--- src/rtl/mux21_2bits_arbiter_pkg.sv ---
// Shared constants for the 2-bit 2:1 mux arbiter.
// State encodings and the default hold limit.
package mux21_2bits_arbiter_pkg;

    localparam logic [1:0] ARB_IDLE   = 2'b00;
    localparam logic [1:0] ARB_GRANT0 = 2'b01;
    localparam logic [1:0] ARB_GRANT1 = 2'b10;

    localparam int DEF_MAX_HOLD = 4;

endpackage

--- src/rtl/arb_hold_counter.sv ---
// Hold counter for the arbiter: clear, enable, async reset.
// terminal flags the last contended cycle before a forced switch.
module arb_hold_counter #(
    parameter int MAX_HOLD = 4,
    parameter int CNT_W    = 3
) (
    input  logic             clk,
    input  logic             reset_L,
    input  logic             clr,
    input  logic             en,
    output logic [CNT_W-1:0] cnt,
    output logic             terminal
);

    localparam logic [CNT_W-1:0] TERM = CNT_W'(MAX_HOLD - 1);

    always_ff @(posedge clk or negedge reset_L) begin
        if (!reset_L) begin
            cnt <= '0;
        end else if (clr) begin
            cnt <= '0;
        end else if (en) begin
            cnt <= cnt + CNT_W'(1);
        end
    end

    assign terminal = (cnt == TERM);

endmodule

--- src/rtl/mux21_2bits_arbiter.sv ---
// Round-robin arbiter driving the shared 2-bit 2:1 mux datapath.
// FSM, round-robin pointer and registered mux outputs.
module mux21_2bits_arbiter
    import mux21_2bits_arbiter_pkg::*;
#(
    parameter int MAX_HOLD = DEF_MAX_HOLD,
    parameter int CNT_W    = 3
) (
    input  logic       clk,
    input  logic       reset_L,
    input  logic       req0,
    input  logic [1:0] data_in0,
    input  logic       req1,
    input  logic [1:0] data_in1,
    output logic       gnt0,
    output logic       gnt1,
    output logic       selector,
    output logic [1:0] data_out,
    output logic       valid_out
);

    logic [1:0]       state;
    logic [1:0]       state_nxt;
    logic             last_gnt;
    logic [CNT_W-1:0] hold_cnt;
    logic             hold_term;
    logic             cnt_en;
    logic             cnt_clr;
    logic             xfer0;
    logic             xfer1;

    assign xfer0 = (state == ARB_GRANT0) && req0;
    assign xfer1 = (state == ARB_GRANT1) && req1;

    // Only a holder that keeps requesting under contention accrues hold time
    assign cnt_en  = (xfer0 || xfer1) && req0 && req1;
    assign cnt_clr = !cnt_en || (state_nxt != state);

    arb_hold_counter #(
        .MAX_HOLD (MAX_HOLD),
        .CNT_W    (CNT_W)
    ) u_hold (
        .clk      (clk),
        .reset_L  (reset_L),
        .clr      (cnt_clr),
        .en       (cnt_en),
        .cnt      (hold_cnt),
        .terminal (hold_term)
    );

    always_comb begin
        state_nxt = state;
        unique case (state)
            ARB_IDLE: begin
                if (req0 && req1)
                    state_nxt = last_gnt ? ARB_GRANT0 : ARB_GRANT1;
                else if (req0)
                    state_nxt = ARB_GRANT0;
                else if (req1)
                    state_nxt = ARB_GRANT1;
            end
            ARB_GRANT0: begin
                if (!req0)
                    state_nxt = req1 ? ARB_GRANT1 : ARB_IDLE;
                else if (req1 && hold_term)
                    state_nxt = ARB_GRANT1;
            end
            ARB_GRANT1: begin
                if (!req1)
                    state_nxt = req0 ? ARB_GRANT0 : ARB_IDLE;
                else if (req0 && hold_term)
                    state_nxt = ARB_GRANT0;
            end
            default: state_nxt = ARB_IDLE;
        endcase
    end

    always_ff @(posedge clk or negedge reset_L) begin
        if (!reset_L) begin
            state    <= ARB_IDLE;
            last_gnt <= 1'b1;
            selector <= 1'b0;
        end else begin
            state <= state_nxt;
            if (state_nxt != state && state_nxt != ARB_IDLE)
                last_gnt <= (state_nxt == ARB_GRANT1);
            // Selector keeps its last source while idle
            if (state_nxt == ARB_GRANT0)
                selector <= 1'b0;
            else if (state_nxt == ARB_GRANT1)
                selector <= 1'b1;
        end
    end

    always_ff @(posedge clk or negedge reset_L) begin
        if (!reset_L) begin
            data_out  <= 2'b00;
            valid_out <= 1'b0;
        end else begin
            valid_out <= xfer0 || xfer1;
            if (xfer0)
                data_out <= data_in0;
            else if (xfer1)
                data_out <= data_in1;
        end
    end

    assign gnt0 = (state == ARB_GRANT0);
    assign gnt1 = (state == ARB_GRANT1);

endmodule

--- config.mk ---
export PLATFORM = sky130hd
export DESIGN_NAME = mux21_2bits_arbiter
export DESIGN_NICKNAME = d
export VERILOG_FILES = /design/src/rtl/mux21_2bits_arbiter_pkg.sv /design/src/rtl/arb_hold_counter.sv /design/src/rtl/mux21_2bits_arbiter.sv
export SDC_FILE = /design/constraint.sdc
export NUM_CORES = 1
export LEC_CHECK = 0
export CELL_PAD_IN_SITES_DETAIL_PLACEMENT = 1
export CELL_PAD_IN_SITES_GLOBAL_PLACEMENT = 2
export CORE_MARGIN = 2
export CORE_UTILIZATION = 27
export CTS_CLUSTER_SIZE = 30
export DETAILED_ROUTE_END_ITERATION = 8
export PLACE_DENSITY = 0.82
export SYNTH_ARGS = -nofsm -noshare
export SYNTH_HDL_FRONTEND = slang
export SYNTH_SLANG_ARGS = --single-unit
--- constraint.sdc ---
create_clock -name clk -period 2.5 [get_ports clk]
set_clock_uncertainty 0.1 [all_clocks]
set_input_delay 0.5 -clock clk [delete_from_list [all_inputs] [get_ports clk]]
set_output_delay 0.5 -clock clk [all_outputs]
set_load 0.01 [all_outputs]
# Word level (Yosys, flattened, before mapping)
# Cells that the tools add are included.
[word_totals]
out_inout_bits = 6
regBits = 10
input_bits = 8
elab_cells = 46
[op_classes]
muxes = 17
n_eq_ne = 6
n_addsub = 1
reduce_logical = 16
[ops]
columns = ["operator", "count"]
rows = [
  ["$mux W2", 11],
  ["$logic_and A1 B1 Y1", 8],
  ["$reduce_bool A2 Y1", 4],
  ["$mux W3", 2],
  ["$pmux W2 S3", 1],
  ["$eq A2 B1 Y1 const B", 2],
  ["$eq A2 B2 Y1 const B", 2],
  ["$add A3 B1 Y3 const B", 1],
  ["$eq A3 B2 Y1 const B", 1],
  ["$mux W1", 3],
  ["$logic_not A2 Y1", 1],
  ["$logic_or A1 B1 Y1", 2],
  ["$ne A2 B2 Y1", 1],
  ["$logic_not A1 Y1", 1],
]

# Logic depth before layout (Yosys ltp)
# Gate-level depths: netlist (run 1).
[depth]
depth_word = 8
depth_mapped = 10
mapped_depth_nobuf = 10

# Hierarchy
# A second synthesis (run 1) with hierarchy kept.
[unflattened]
hier_cells = 62
area_unflattened_um2 = 599.3
[by_module_without_submodules]
columns = ["module", "cells_each", "n_inst", "area_per_inst_um2", "seq_area_each_um2"]
rows = [
  ["mux21_2bits_arbiter", 50, 1, 457.9, 176.4],
  ["arb_hold_counter", 12, 1, 141.4, 75.1],
]

# Least setup slack after synthesis (run 1)
# Ideal clock, no wire load.
[synth_path]
kind = "reg-to-reg"
start = "register u_hold.cnt[0]"
end = "register last_gnt"
synth_period_minus_slack_ns = 2.175
path_stages_with_launch = 10
arrival_time_ns = 1.993
setup_slack_ns = 0.325
setup_time_ns = 0.082
path_cell_list = "dfrtp_1 > ha_1 > ha_1 > mux2_2 > o21ai_0 > nand3_1 > ha_1 > a31oi_1 > o21ai_0 > mux2_2"
[synth_via]
elab_chain_len = 7
[synth_lines]
columns = ["item", "line", "text"]
rows = [
  ["start: declaration", "arb_hold_counter.sv:11", "output logic [CNT_W-1:0] cnt,"],
  ["start signal: assignment", "arb_hold_counter.sv:23", "cnt <= cnt + CNT_W'(1);"],
  ["$eq A3 B2 Y1 (*)", "arb_hold_counter.sv:27", "assign terminal = (cnt == TERM);"],
  ["$logic_and A1 B1 Y1 (on tied branches)", "mux21_2bits_arbiter.sv:71, mux21_2bits_arbiter.sv:65", ""],
  ["$mux W2 (on tied branches)", "mux21_2bits_arbiter.sv:71, mux21_2bits_arbiter.sv:65", ""],
  ["$mux W2 (on tied branches)", "mux21_2bits_arbiter.sv:69, mux21_2bits_arbiter.sv:63", ""],
  ["$pmux W2 S3 (*)", "mux21_2bits_arbiter.sv:53", "unique case (state)"],
  ["$ne A2 B2 Y1 / $reduce_bool A2 Y1 (equally long branches)", "mux21_2bits_arbiter.sv:85", "if (state_nxt != state && state_nxt != ARB_IDLE)"],
  ["$logic_and A1 B1 Y1", "mux21_2bits_arbiter.sv:85", ""],
  ["end signal: assignment", "mux21_2bits_arbiter.sv:86", "last_gnt <= (state_nxt == ARB_GRANT1);"],
  ["end: declaration", "mux21_2bits_arbiter.sv:24", "logic last_gnt;"],
]
# Mark *: on every way between the ends. The rest lies on a longest branch, timed or not.
# A chain may end at the register's enable or synchronous reset.

# Worst setup path in the final report (run 1)
# Ends and elaborated chain as after synthesis.

==> results of run 1 <==
==> through the flow <==
stage	util	hold WS [ps]	area, um^2	setup WS, ps
after floorplan	-	104.4	550.5	324.6
after global routing	0.3943	382.7	765.7	55.61
after global placement	0.3756	320.7	729.5	143.1
final	0.3943	337.9	765.7	207.6
after detailed placement	0.3756	333.8	729.5	145.4
after CTS	0.3943	344.7	765.7	181.7
==> cell usage after synthesis <==
cell       number  area [um^2]
nand2_1         7        26.28
nor3_1          2        10.01
nand3_1         2        10.01
and3_1          1        6.260
mux2_2          2        22.52
a31oi_1         2        12.51
dfstp_2         1        26.28
nor3b_1         1        7.510
nor2b_4         1        13.76
nor2_1          4        15.01
nor2b_1         2        12.51
o2111ai_1       1        8.760
and2_1          1        6.260
inv_1           4        15.01
nand2b_1        2        12.51
o21ai_0         5        25.02
a21oi_1         1        5.000
ha_1            5        62.56
mux2i_1         2        20.02
dfrtp_1         9        225.2
buf_4           1        7.510
==> layer usage <==
metal | vias to the layer above | GRT usage | part of all wire
met5 | - | 0 | 0
met4 | 0 | 0.05714 | 0.018
met3 | 2 | 0.03067 | 0.024
met2 | 3 | 0.1622 | 0.44
met1 | 215 | 0.1622 | 0.52
li1 | 228 | - | -
==> flip-flops by register name (all words and copies together) (netlist names) <==
| name | cells |
|---|---|
| data_out | 2 |
| valid_out | 1 |
| last_gnt | 1 |
| selector | 1 |
| u_hold.cnt | 3 |
| state | 2 |
==> report_power, final <==
part           switching, W  total [W]  internal [W]
Sequential        0.0000251   0.000222      0.000197
Clock             0.0000590   0.000147     0.0000882
Combinational     0.0000706   0.000167     0.0000963
Total              0.000155   0.000536      0.000382
==> cells by family (layout without fill, tap and decap cells) <==
family | after synthesis | after routing | synth area share
adder cells (fa/ha/maj) | 5 | 5 | 0.1136
multiplexers | 4 | 4 | 0.07727
AO/OA/AOI/OAI | 9 | 9 | 0.09317
flip-flops | 10 | 10 | 0.4568
AND/OR/NAND/NOR | 23 | 23 | 0.2182
buffers and inverters | 5 | 24 | 0.04091
==> layout make-up <==
| cell class | count | area (um^2) | share of cell area |
|---|---|---|---|
| tap | 27 | 33.78 | 0.04412 |
| clock buffer | 4 | 36.28 | 0.04739 |
| multi-input combinational | 41 | 276.5 | 0.3611 |
| sequential | 10 | 251.5 | 0.3284 |
| inverter | 4 | 15.01 | 0.01961 |
| timing repair buffer | 16 | 152.6 | 0.1993 |
==> path summary, 6_finish.rpt <==
kind | start | to | slack (ps)
worst min-delay path | u_hold.cnt[0]$_DFFE_PN0P_ | u_hold.cnt[0]$_DFFE_PN0P_ | 340
worst min register to register | u_hold.cnt[0]$_DFFE_PN0P_ | u_hold.cnt[0]$_DFFE_PN0P_ | 340
min in group asynchronous | reset_L | u_hold.cnt[1]$_DFFE_PN0P_ | 460
worst max register to register | u_hold.cnt[0]$_DFFE_PN0P_ | last_gnt$_DFFE_PN1P_ | 210
worst max-delay path | u_hold.cnt[0]$_DFFE_PN0P_ | last_gnt$_DFFE_PN1P_ | 210
max in group asynchronous | reset_L | last_gnt$_DFFE_PN1P_ | 1490
==> metrics.md, run 1 <==
| Metric | Value |
|---|---|
| Commonest non-fill, non-tap cell in the layout | clkdlybuf4s50_1 |
| Cell area after synthesis | 550.5 um^2 |
| Outcome | complete, no violations |
| TritonCTS clock tree | done |
| CP top delay family | adder cells |
| Rows | 16 |
| Largest net degree at the start of global routing | 11 |
| Total CTS buffers | 3 |
| CP startpoint kind | flop |
| Share of cells above drive strength 1 | 0.1467 |
| Drt total wl | 1212 um |
| Fin Setup TNS | 0 ps |
| Fin nets | 89 |
| Cells after synthesis | 56 |
| Fin crit period | 2292 ps |
| Initial antenna violation count | 0 |
| DIE HEIGHT | 49.16 um |
| RSZ-0062 raised after global routing | no |
| Full die area | 0.002416 mm^2 |
| CP Max Fanout | 2 |
| Crit-path most repeated cell | ha_1 |
| Synthesized Nets | 69 |
| FMAX | 436.2 MHz |
| Diodes inserted | 0 |
| Clock transition at path regs | 70 ps |
| FF-to-FF path depth | 9 |
| Crit path DAT | 2380 ps |
| PD cells | 700.4 mW/mm^2 |
| CP bufs+invs | 0 |
| Post-CTS setup buffers | 0 |
| Worst-Skew Late Latency | 260 ps |
| Pins Over Slew Limit | 0 |
| Lkg Pwr | 0.3454 nW |
| Total Routing Usage GR | 0.1156 |
| P&R area growth vs syn | 39.09% |
| Max-cap violations | 0 |
| Yosys reg bits | 10 |
| Yosys warns | 0 |
| Final Power | 0.0005363 W |
| WP depth | 9 |
| Vias in the first global route | 444 |
| Routability Congestion | 0.7407 |
| Hold Crit Depth | 1 |
| Htree depth | 1 |
| Remaining Overflow, GRT | 0 |
| Distinct cell type count after synthesis | 21 |
| Syn Area/Cell | 9.831 um^2 |
| Sink Count | 10 |
| Total number of vias | 448 |
| Critical Path, Cell by Cell | ha_1 > ha_1 > mux2_2 > o21ai_0 > nand3_1 > ha_1 > a31oi_1 > o21ai_0 > mux2_2 |
| Post-route ant nets | 0 |
| Root Buffer | clkbuf_4 |
| Setup crit end kind | flop |
| PortBufs | 13 |
| Residual DRC count | 0 |
| Drt wl/cell | 11.88 um |
| Fillers | 238 |
| Final setup vio count | 0 |
| Seq/Total Area, Yosys | 0.4568 |
| Critical Path Max Stage Delay | 380 ps |
| Post-DP HPWL | 945.9 um |
| Vias per cell | 4.392 |
| Crit Path Category | flop to flop |
| Req. time, crit path | 2590 ps |
| Initial drt markers | 2 |
| Placed insts | 98 |
| Width of the die | 49.16 um |
| Hold Path Class | flop to flop |
| TritonRoute pass-1 iters | 3 |
| First-pass GRT wire length | 2145 um |
| # IOs | 14 |
| Max-slew headroom | 0.6821 |
| Most frequent cells in the layout | 13 x clkdlybuf4s50_1, 9 x dfrtp_1, 7 x nand2_1 |
| Post-CTS Resized | 0 |
| IR drop worst, VDD | 0.2598 mV |
| Measured slew at the worst slew-check pin | 475.4 ps |
| Post-Layout Cell Count | 102 |
| Initial Util | 0.2835 |
| Tcrit/Tclk final | 0.9170 |
| Hold Fails Final Rpt | 0 |
| Slowest stage cell, crit path | dfrtp_1 |
| Core area | 0.001942 mm^2 |
| Maximum buffer depth of the clock tree | 2 |
| Hold_buf cts | 0 |
Power figures use the tool's default switching activity.
==> run 2: changes to the inputs <==
Settings changed: RECOVER_POWER from default to 25.
==> run 2 against run 1 <==
Clock power hardly changed. Sequential share of layout area unchanged. Cell count stayed put. First-iteration DRC count unchanged. Critical path type unchanged. Critical endpoint unchanged. Largest cell class unchanged. Largest power group unchanged. Highest routed layer unchanged.
==> metrics.md, run 2 (synthesized netlist as in run 1, its figures left out) <==
| Metric | Value |
|---|---|
| PD cells | 700.0 mW/mm^2 |
| Fillers | 238 |
| Initial Util | 0.2835 |
| Initial drt markers | 2 |
| Dpl ws | 145.4 ps |
| Slowest stage cell, crit path | dfrtp_1 |
| Final setup margin | 207.6 ps |
| Sequential Area | 251.5 um^2 |
| Pins Over Slew Limit | 0 |
| Initial antenna violation count | 0 |
| CP startpoint kind | flop |
| PortBufs | 13 |
| Vias per cell | 4.392 |
| CP bufs+invs | 0 |
| Hold Path Class | flop to flop |
| P&R area growth vs syn | 39.09% |
| Post-CTS setup buffers | 0 |
| DIE HEIGHT | 49.16 um |
| Critical Path Max Stage Delay | 380 ps |
| Fin Setup TNS | 0 ps |
| Total Routing Usage GR | 0.1156 |
| Residual DRC count | 0 |
| Multi-input gate area | 276.5 um^2 |
| Fin nets | 89 |
| CP Max Fanout | 2 |
| Final core utilization | 0.3943 |
| Crit Path Category | flop to flop |
| Post-route ant nets | 0 |
| Core area | 0.001942 mm^2 |
| Biggest register | u_hold.cnt |
| Commonest non-fill, non-tap cell in the layout | clkdlybuf4s50_1 |
| Routability Congestion | 0.7407 |
| Full die area | 0.002416 mm^2 |
| Reg2Reg Launch Point | u_hold.cnt[0]$_DFFE_PN0P_ |
| Crit-path most repeated cell | ha_1 |
| Rows | 16 |
| Worst-Skew Late Latency | 260 ps |
| Max-slew headroom | 0.6786 |
| Vias in the first global route | 444 |
| Crit path DAT | 2380 ps |
| Biggest registers after layout | u_hold.cnt x3, data_out x2, state x2 |
| Setup crit end kind | flop |
| Hold Fails Final Rpt | 0 |
| Root Buffer | clkbuf_4 |
| Measured slew at the worst slew-check pin | 480.5 ps |
| Hold slack | 337.9 ps |
| Final Power | 0.0005360 W |
| Diodes inserted | 0 |
| Final setup vio count | 0 |
| Remaining Overflow, GRT | 0 |
| Outcome | complete, no violations |
| Hold Path Origin | u_hold.cnt[0]$_DFFE_PN0P_ |
| Width of the die | 49.16 um |
| TritonRoute pass-1 iters | 3 |
| Post-DP HPWL | 945.9 um |
| FMAX | 436.2 MHz |
| RSZ-0062 raised after global routing | no |
| Total CTS buffers | 3 |
| Max reg flops | 3 |
| Tcrit/Tclk final | 0.9170 |
| Critical Path, Cell by Cell | ha_1 > ha_1 > mux2_2 > o21ai_0 > nand3_1 > ha_1 > a31oi_1 > o21ai_0 > mux2_2 |
| Critical Path Start | u_hold.cnt[0]$_DFFE_PN0P_ |
| Lkg Pwr | 0.3456 nW |
| Share of cells above drive strength 1 | 0.1467 |
| First-pass GRT wire length | 2145 um |
| Largest net degree at the start of global routing | 11 |
| Post-CTS Resized | 0 |
| Maximum buffer depth of the clock tree | 2 |
| Htree depth | 1 |
| Most frequent cells in the layout | 12 x clkdlybuf4s50_1, 9 x dfrtp_1, 7 x nand2_1 |
| CP top delay family | adder cells |
| # IOs | 14 |
| Drt total wl | 1211 um |
| Sink Count | 10 |
| Max-cap violations | 0 |
| Req. time, crit path | 2590 ps |
| Total number of vias | 448 |
| Fin crit period | 2292 ps |
| IR drop worst, VDD | 0.2598 mV |
| Hold_buf cts | 0 |
| Clock transition at path regs | 70 ps |
| TritonCTS clock tree | done |
| Drt wl/cell | 11.87 um |
-- run 2: cell types whose count changed in the layout (fill, tap and decap cells not counted) --
cell,change
dlygate4sd3_1,+1
clkdlybuf4s50_1,-1
-- run 2: routing by layer --
layer / track usage / vias up / share of wire
li1: - / 228 / -
met5: 0 / - / 0
met3: 0.03067 / 2 / 0.024
met1: 0.1622 / 215 / 0.52
met4: 0.05714 / 0 / 0.018
met2: 0.1622 / 3 / 0.44
-- run 2: area by class of cell --
cell class	count	area share
multi-input combinational	41	0.3611
timing repair buffer	16	0.1993
inverter	4	0.01961
sequential	10	0.3284
tap	27	0.04412
clock buffer	4	0.04739
-- run 2: worst reg2reg max path: stages (launching register included) --
cell	delay, ps
dfrtp_1	380
ha_1	200
ha_1	210
mux2_2	270
o21ai_0	170
nand3_1	120
ha_1	230
a31oi_1	150
o21ai_0	120
mux2_2	280
-- run 2: path summary, 6_finish.rpt --
path	to	slack, ps	cells past startpoint
max	last_gnt$_DFFE_PN1P_	210	9
min	u_hold.cnt[0]$_DFFE_PN0P_	340	1
max reg2reg	last_gnt$_DFFE_PN1P_	210	9
min reg2reg	u_hold.cnt[0]$_DFFE_PN0P_	340	1
max in group asynchronous	last_gnt$_DFFE_PN1P_	1420	1
min in group asynchronous	u_hold.cnt[1]$_DFFE_PN0P_	530	1
-- run 2: metrics by stage --
step | cells | cell area (um^2)
after floorplan | 56 | 550.5
after global placement | 98 | 729.5
after detailed placement | 98 | 729.5
after CTS | 102 | 765.7
after global routing | 102 | 765.7
final | 102 | 765.7
-- run 2: report_power, final --
| part | internal, W | switching (W) |
|---|---|---|
| Sequential | 0.000197 | 0.0000251 |
| Clock | 0.0000882 | 0.0000590 |
| Combinational | 0.0000960 | 0.0000706 |
